### src/rtl/loader_pkg.sv
// Shared types and constants for the boot-time program loader.
package loader_pkg;

  typedef enum logic [2:0] {
    HDR_LO,
    HDR_HI,
    HDR_REG,
    INSTR,
    REGS,
    RUN,
    ERR
  } state_t;

  localparam int unsigned INSTR_BYTES = 4;
  localparam int unsigned REG_BYTES   = 8;
  localparam int unsigned MAX_REGS    = 31;
  localparam int unsigned DATA_W      = 64;
  localparam int unsigned CNT_W       = 4;

endpackage

### src/rtl/byte_assembler.sv
// LSB-first byte assembler: shifts bytes in from the top and flags the last
// byte of a 4- or 8-byte group combinationally, with the completed value.
module byte_assembler
  import loader_pkg::*;
(
  input  logic              clk,
  input  logic              reset,
  input  logic              in_valid,
  input  logic [7:0]        in_data,
  input  logic [CNT_W-1:0]  width_sel,
  output logic              done_c,
  output logic [DATA_W-1:0] word_c
);

  logic [DATA_W-1:0] data_q, data_d, shifted_c;
  logic [CNT_W-1:0]  cnt_q, cnt_d;

  // A 4-byte group ends up in the upper half of the shift register.
  always_comb begin
    shifted_c = {in_data, data_q[DATA_W-1:8]};
    data_d    = data_q;
    cnt_d     = cnt_q;
    done_c    = 1'b0;
    word_c    = (width_sel == CNT_W'(INSTR_BYTES)) ?
                {32'd0, shifted_c[DATA_W-1:32]} : shifted_c;
    if (in_valid) begin
      data_d = shifted_c;
      if (cnt_q == width_sel - CNT_W'(1)) begin
        done_c = 1'b1;
        cnt_d  = '0;
      end else begin
        cnt_d = cnt_q + CNT_W'(1);
      end
    end
  end

  always_ff @(posedge clk or posedge reset) begin
    if (reset) begin
      data_q <= '0;
      cnt_q  <= '0;
    end else begin
      data_q <= data_d;
      cnt_q  <= cnt_d;
    end
  end

endmodule

### src/rtl/program_loader.sv
// Boot loader: parses a header, writes instruction memory and register-file
// init values from a byte stream, then releases the core from reset.
module program_loader
  import loader_pkg::*;
#(
  parameter int unsigned MAX_INSTR = 1024,
  parameter int unsigned AW        = 10
) (
  input  logic          clk,
  input  logic          reset,
  input  logic [7:0]    rx_data,
  input  logic          rx_valid,
  output logic          rx_ready,
  output logic          imem_write,
  output logic [AW-1:0] imem_addr,
  output logic [31:0]   imem_wdata,
  output logic          reg_write,
  output logic [4:0]    reg_windex,
  output logic [63:0]   reg_wdata,
  output logic          core_reset,
  output logic          load_done,
  output logic          error
);

  state_t state_q, state_d;
  logic [15:0] n_q, n_d;
  logic [4:0]  r_q, r_d;
  logic [15:0] cnt_q, cnt_d;

  logic          imem_write_q, imem_write_d;
  logic [AW-1:0] imem_addr_q, imem_addr_d;
  logic [31:0]   imem_wdata_q, imem_wdata_d;
  logic          reg_write_q, reg_write_d;
  logic [4:0]    reg_windex_q, reg_windex_d;
  logic [63:0]   reg_wdata_q, reg_wdata_d;
  logic          core_reset_q, core_reset_d;
  logic          load_done_q, load_done_d;
  logic          error_q, error_d;

  logic              accept_c;
  logic              asm_valid_c;
  logic              asm_done_c;
  logic [CNT_W-1:0]  width_sel_c;
  logic [DATA_W-1:0] asm_word_c;

  // Ready follows the state directly so it drops the moment reset is raised.
  assign rx_ready    = !reset && (state_q inside {HDR_LO, HDR_HI, HDR_REG, INSTR, REGS});
  assign accept_c    = rx_valid && rx_ready;
  assign asm_valid_c = accept_c && (state_q inside {INSTR, REGS});
  assign width_sel_c = (state_q == REGS) ? CNT_W'(REG_BYTES) : CNT_W'(INSTR_BYTES);

  byte_assembler u_asm (
    .clk       (clk),
    .reset     (reset),
    .in_valid  (asm_valid_c),
    .in_data   (rx_data),
    .width_sel (width_sel_c),
    .done_c    (asm_done_c),
    .word_c    (asm_word_c)
  );

  always_comb begin
    state_d      = state_q;
    n_d          = n_q;
    r_d          = r_q;
    cnt_d        = cnt_q;
    imem_write_d = 1'b0;
    imem_addr_d  = imem_addr_q;
    imem_wdata_d = imem_wdata_q;
    reg_write_d  = 1'b0;
    reg_windex_d = reg_windex_q;
    reg_wdata_d  = reg_wdata_q;

    unique case (state_q)
      HDR_LO: if (accept_c) begin
        n_d     = {8'd0, rx_data};
        state_d = HDR_HI;
      end
      HDR_HI: if (accept_c) begin
        n_d     = {rx_data, n_q[7:0]};
        state_d = HDR_REG;
      end
      HDR_REG: if (accept_c) begin
        r_d   = rx_data[4:0];
        cnt_d = '0;
        if ((n_q == 16'd0) || (32'(n_q) > MAX_INSTR) || (32'(rx_data) > MAX_REGS))
          state_d = ERR;
        else
          state_d = INSTR;
      end
      INSTR: if (asm_done_c) begin
        imem_write_d = 1'b1;
        imem_wdata_d = asm_word_c[31:0];
        imem_addr_d  = AW'(cnt_q);
        if (cnt_q == n_q - 16'd1) begin
          cnt_d   = '0;
          state_d = (r_q != 5'd0) ? REGS : RUN;
        end else begin
          cnt_d = cnt_q + 16'd1;
        end
      end
      REGS: if (asm_done_c) begin
        reg_write_d  = 1'b1;
        reg_wdata_d  = asm_word_c;
        reg_windex_d = 5'(cnt_q) + 5'd1;
        if (cnt_q == {11'd0, r_q} - 16'd1) begin
          cnt_d   = '0;
          state_d = RUN;
        end else begin
          cnt_d = cnt_q + 16'd1;
        end
      end
      RUN:     state_d = RUN;
      ERR:     state_d = ERR;
      default: state_d = ERR;
    endcase

    // Core release lags the RUN entry by one cycle.
    core_reset_d = (state_q != RUN);
    load_done_d  = (state_q == RUN);
    error_d      = (state_d == ERR);
  end

  always_ff @(posedge clk or posedge reset) begin
    if (reset) begin
      state_q      <= HDR_LO;
      n_q          <= '0;
      r_q          <= '0;
      cnt_q        <= '0;
      imem_write_q <= 1'b0;
      imem_addr_q  <= '0;
      imem_wdata_q <= '0;
      reg_write_q  <= 1'b0;
      reg_windex_q <= '0;
      reg_wdata_q  <= '0;
      core_reset_q <= 1'b1;
      load_done_q  <= 1'b0;
      error_q      <= 1'b0;
    end else begin
      state_q      <= state_d;
      n_q          <= n_d;
      r_q          <= r_d;
      cnt_q        <= cnt_d;
      imem_write_q <= imem_write_d;
      imem_addr_q  <= imem_addr_d;
      imem_wdata_q <= imem_wdata_d;
      reg_write_q  <= reg_write_d;
      reg_windex_q <= reg_windex_d;
      reg_wdata_q  <= reg_wdata_d;
      core_reset_q <= core_reset_d;
      load_done_q  <= load_done_d;
      error_q      <= error_d;
    end
  end

  assign imem_write = imem_write_q;
  assign imem_addr  = imem_addr_q;
  assign imem_wdata = imem_wdata_q;
  assign reg_write  = reg_write_q;
  assign reg_windex = reg_windex_q;
  assign reg_wdata  = reg_wdata_q;
  assign core_reset = core_reset_q;
  assign load_done  = load_done_q;
  assign error      = error_q;

endmodule

### config.mk
export PLATFORM = sky130hd
export DESIGN_NAME = program_loader
export DESIGN_NICKNAME = d
export VERILOG_FILES = /design/src/rtl/loader_pkg.sv /design/src/rtl/byte_assembler.sv /design/src/rtl/program_loader.sv
export SDC_FILE = /design/constraint.sdc
export NUM_CORES = 1
export LEC_CHECK = 0
export CAP_MARGIN = 40
export CORE_UTILIZATION = 30
export DETAILED_ROUTE_END_ITERATION = 8
export SYNTH_ARGS = -nofsm -noshare
export SYNTH_HDL_FRONTEND = slang
export SYNTH_HIERARCHICAL = 1
export SYNTH_SLANG_ARGS = --single-unit
### constraint.sdc
create_clock -name clk -period 13.1 [get_ports clk]
set_clock_uncertainty 0.15 [all_clocks]
set_input_delay 2.62 -clock clk [delete_from_list [all_inputs] [get_ports clk]]
set_output_delay 2.62 -clock clk [all_outputs]
set_load 0.005 [all_outputs]
Yosys cells after proc, flatten, opt, wreduce, memory -nomap -nowiden

Cells that the tools add are included.

Flip-flop bits (word level): 224
Input port bits: 11

Magnitude comparators: 2
Add/subtract/negate cells: 6
Equality and inequality tests: 16
Bitwise operators: 1
Muxes and demuxes: 27
Reduce and logical (&&, ||, !) cells: 19

Operator list:

| kind                  | count |
|---|---|
| $mux 16               | 7 |
| $mux 64               | 1 |
| $pmux 16 s3           | 1 |
| $eq 16x16->1          | 2 |
| $pmux 16 s2           | 1 |
| $mux 3                | 8 |
| $pmux 3 s6            | 1 |
| $add 16x1->16 const B | 1 |
| $gt 16x11->1 const B  | 1 |
| $logic_not 16->1      | 1 |
| $sub 16x1->16 const B | 1 |
| $ne 2x2->1 const B    | 5 |
| $reduce_bool 5->1     | 2 |
| $eq 3x3->1 const B    | 3 |
| $gt 8x5->1 const B    | 1 |
| $mux 4                | 2 |
| $eq 3x2->1 const B    | 2 |
| $mux 1                | 6 |
| $reduce_and 2->1      | 3 |
| $reduce_and 3->1      | 2 |
| $sub 5x1->6 const B   | 1 |
| $add 5x1->5 const B   | 1 |
| $add 4x1->4 const B   | 1 |
| $eq 4x3->1 const B    | 1 |
| 12 further kinds      | 16 |

Depth between registers and ports, before layout

Depth in word-level cells: 9
Mapped depth: 17
Depth with buffers taken out: 13

Hierarchy

The synthesis kept the hierarchy.

By module, submodules not included:

| module         | area each (µm²) | cells each | sequential area each (µm²) | instances |
|---|---|---|---|---|
| program_loader | 7028.0          | 786        | 3905.0                     | 1 |
| byte_assembler | 3075.4          | 218        | 1501.4                     | 1 |

Least setup slack after synthesis

Ideal clock, no wire load.

Kind: input -> output
Start point: input reset
End point: output rx_ready
Required time: 10.330 ns
Data arrival time: 2.726 ns
Cell stages on the path: 1
Setup slack: 7.604 ns
Cells stage by stage: nor2_1

Longest elaborated chain between the ends: 2

Ends and longest elaborated chain:

| what                             | line                 | source |
|---|---|---|
| from (decl)                      | program_loader.sv:10 | `input logic reset,` |
| $logic_not 1->1 (no source line) | n/a                  |  |
| $logic_and 1x1->1                | program_loader.sv:47 | `assign rx_ready = !reset && (state_q inside {HDR_LO, HDR_HI, HDR_REG, INSTR, REGS});` |
| to (decl)                        | program_loader.sv:13 | `output logic rx_ready,` |

Every way passes these cells.

==> impl_metrics.py <==
metrics = {
    "clocking": {
        "cts_setup_buffers": 0,
        "numCtsBuffers": 23,
        "clkTransAtPathRegs_ns": 0.06,
        "numClockSinks": 216,
        "root_buffer": "clkbuf_16",
        "clock_latency_ns": 0.52,
        "htree_levels": 1,
        "clk_path_buf_depth": 3,
        "hold_buffers": 0,
        "post_cts_resized": 0,
        "cts_tree": "done",
    },
    "power": {
        "leakagePower_nw": 5.95,
        "ir_worst_vdd_uv": 89.9,
        "pwr_density_cell_nw_per_um2": 205,
    },
    "global_routing": {
        "met2_usage_pct": 22.3,
        "grt_use_met1_pct": 22.1,
        "grt_max_degree": 92,
        "grt-busiest-layer": "met2",
        "grt_pass1_wl_um": 40500,
        "met3_usage_pct": 3.46,
        "grt_usage_pct": 15.0,
        "grt_pass1_vias": 6923,
        "overflow": 0,
        "grt_antenna_before_repair": 0,
    },
    "min_path": {
        "min_to": "imem_wdata[1]",
        "min_from": "imem_wdata[1]",
        "min_path_type": "reg2reg",
        "whs_path_depth": 2,
    },
    "placement": {
        "finalWeightedCongestion": 0.833,
        "placed_cells": 1527,
        "place_hpwl_um": 17500,
        "numPortBuffers": 127,
    },
    "floorplan": {
        "num_rows": 66,
        "ioPinCount": 128,
        "die_h_um": 186,
        "dieArea_um2": 34400,
        "start_util_pct": 30.7,
        "die_x_um": 186,
        "core_region_area_um2": 32900,
    },
    "logic_synthesis": {
        "synthMuxAreaShare_pct": 12.3,
        "synthAdderAreaFrac_pct": 0.619,
        "ys.flop_type": "dfrtp_1",
        "yosysSeqAreaShare_pct": 53.5,
        "synth_top_cells_by_area": "dfrtp_1 (53%), nand2_1 (13%), mux2_2 (7.9%)",
        "syn-cell-area_um2": 10100,
        "synth_compound_area_share_pct": 4.43,
        "ys_ff_latch": 216,
        "synthSimpleGateAreaFrac_pct": 21.2,
        "synth_edf_count": 0,
        "synth_cell_type_count": 62,
        "synth_commonest_cells": "nand2_1 (356), dfrtp_1 (215), mux2_2 (71)",
        "synth_top_area_share_pct": 53.3,
        "synth-xor-area-share_pct": 4.47,
        "ys.warnings.count": 6,
        "avgSynthCellArea_um2": 10.1,
        "yosys.area.top_type": "dfrtp_1",
        "synth_most_common_cell": "nand2_1",
        "synth_top_family_by_area": "simple AND/OR/NAND/NOR gates",
        "synthArstFlopShare_pct": 100,
        "synthCells": 1004,
    },
    "drt": {
        "wl_per_cell_um": 16.2,
        "ant_nets": 0,
        "routed_via_density": 4.53,
        "drcViolationCount": 0,
        "drtIter0Drc": 530,
        "firstDrtPassIters": 4,
        "totalWireLength_um": 25400,
        "vias": 7103,
    },
    "layout": {
        "area_growth_syn_to_layout_pct": 24.1,
        "antenna_cells": 0,
        "fin_nets": 1126,
        "drive_above_1_share_pct": 15.3,
        "stdcell_count": 1568,
    },
    "critical_path": {
        "ff2ff_setup_slack_ns": 7.91,
        "timing.rr.end": "cnt_q[1]",
        "path_max_fanout": 75,
        "rr_startpoint": "state_q[0]",
        "critPathRequiredTime_ns": 13.32,
        "crit_type": "in2reg",
        "rr_worst_depth": 17,
        "startpoint_type": "input pin",
        "cp-end-kind": "flop",
        "cp.arrival_ns": 7.09,
    },
    "sta": {
        "maxSlewHeadroom_pct": 42.0,
        "finalSetupTns_ns": 0,
        "min_period_ns": 6.87,
        "max_freq_mhz": 145,
        "hold_viol_final": 0,
        "slew_violations": 0,
        "min_period_over_period_pct": 52.5,
        "setup_viol": 0,
        "worstMarginPinSlew_ns": 0.870,
        "rsz0062_at_grt": "no",
    },
    "status": {
        "status": "complete, no violations",
    },
    "run": {
        "cap_violations": 0,
    },
}
## final cells by class
cell class	count	area [µm²]
Sequential cell	216	5410
Multi-Input combinational cell	715	4370
Clock buffer	32	649
Fill cell	3291	20300
Clock inverter	9	116
Tap cell	442	553
Timing Repair Buffer	137	1380
Inverter	17	68.8
## worst max-delay path: stages
cell,delay (ns)
clkdlybuf4s50_1,0.61
nand2b_1,0.36
nor2_4,0.06
buf_4,0.35
and4_4,0.28
and2_1,0.18
nand2_1,0.06
buf_4,0.43
o21ai_1,0.31
nand2_2,0.13
buf_4,0.59
inv_2,0.38
buf_12,0.29
a32oi_1,0.20
o21ai_1,0.09
## metal layers
| layer | wire, µm | part of all wire (%) |
|---|---|---|
| met1 | 12300 | 48 |
| met3 | 1860 | 7.3 |
| met5 | 0 | 0 |
| met2 | 11000 | 43 |
| met4 | 345 | 1.4 |
## worst max path at each step
stage | start | depth (start not counted) | end | slack, ns
floorplan | reset | 1 | cnt_q[0] | 6.13
global placement | reset | 14 | cnt_q[1] | 5.46
detailed placement | reset | 15 | cnt_q[1] | 5.66
CTS | reset | 15 | cnt_q[1] | 6.19
global route | reset | 15 | cnt_q[1] | 5.82
finish | reset | 15 | cnt_q[1] | 6.23
## cells by family after synthesis
family,after synthesis
AND/OR/NAND/NOR,489
flip-flops,216
multiplexers,101
buffers and inverters,77
AO/OA/AOI/OAI,65
XOR/XNOR,50
adder cells (fa/ha/maj),5
other,1
## per-stage QoR
| stage | area (µm²) | hold WS, ns | total power, mW | utilization, % | worst slack [ns] |
|---|---|---|---|---|---|
| after CTS | 12500 | 0.329 | 2.60 | 38.2 | 6.19 |
| final | 12500 | 0.320 | 2.57 | 38.2 | 6.23 |
| after global routing | 12500 | 0.340 | 2.73 | 38.2 | 5.82 |
| after floorplan | 10100 | 0.320 | 1.57 | - | 6.13 |
| after global placement | 11700 | 0.309 | 1.91 | 35.7 | 5.46 |
| after detailed placement | 11800 | 0.313 | 1.92 | 35.8 | 5.66 |
## report_power, final
part	internal [mW]	total (mW)	switching (mW)
Combinational	0.463	0.835	0.372
Sequential	0.864	1.07	0.210
Clock	0.389	0.660	0.271
Total	1.72	2.57	0.853
## state kept, by name, indices dropped and copies added (netlist names)
signal        count
reg_wdata        64
u_asm/data_q     56
imem_wdata       32
cnt_q            16
n_q              16
imem_addr        10
r_q               5
reg_windex        5
u_asm/cnt_q       4
state_q           3
core_reset        1
error             1
imem_write        1
load_done         1
reg_write         1
## cell usage in the layout (no fill, tap or decap), types with 3 or more instances in the layout
master           count
and4_1               3
nand4_1              7
nor3_1               8
mux2_4              28
and2_1              33
clkbuf_16           23
a21oi_1             11
nand4b_1             5
nor4_2               3
a21oi_2             10
o21ai_0             17
o21ai_1              3
nand3_1             12
nand2_1            355
o211ai_1             3
xnor2_1             23
ha_1                 5
clkinv_2             4
inv_1               13
nor2_1              28
and3_1               6
buf_4                7
conb_1               5
dfrtp_1            215
clkbuf_8             4
nor2b_1              3
xor2_1              26
mux2_2              71
or3_1                4
clkbuf_1             5
clkdlybuf4s50_1    127
inv_2                3
nor4_1               8
Power figures use the tool's default switching activity.
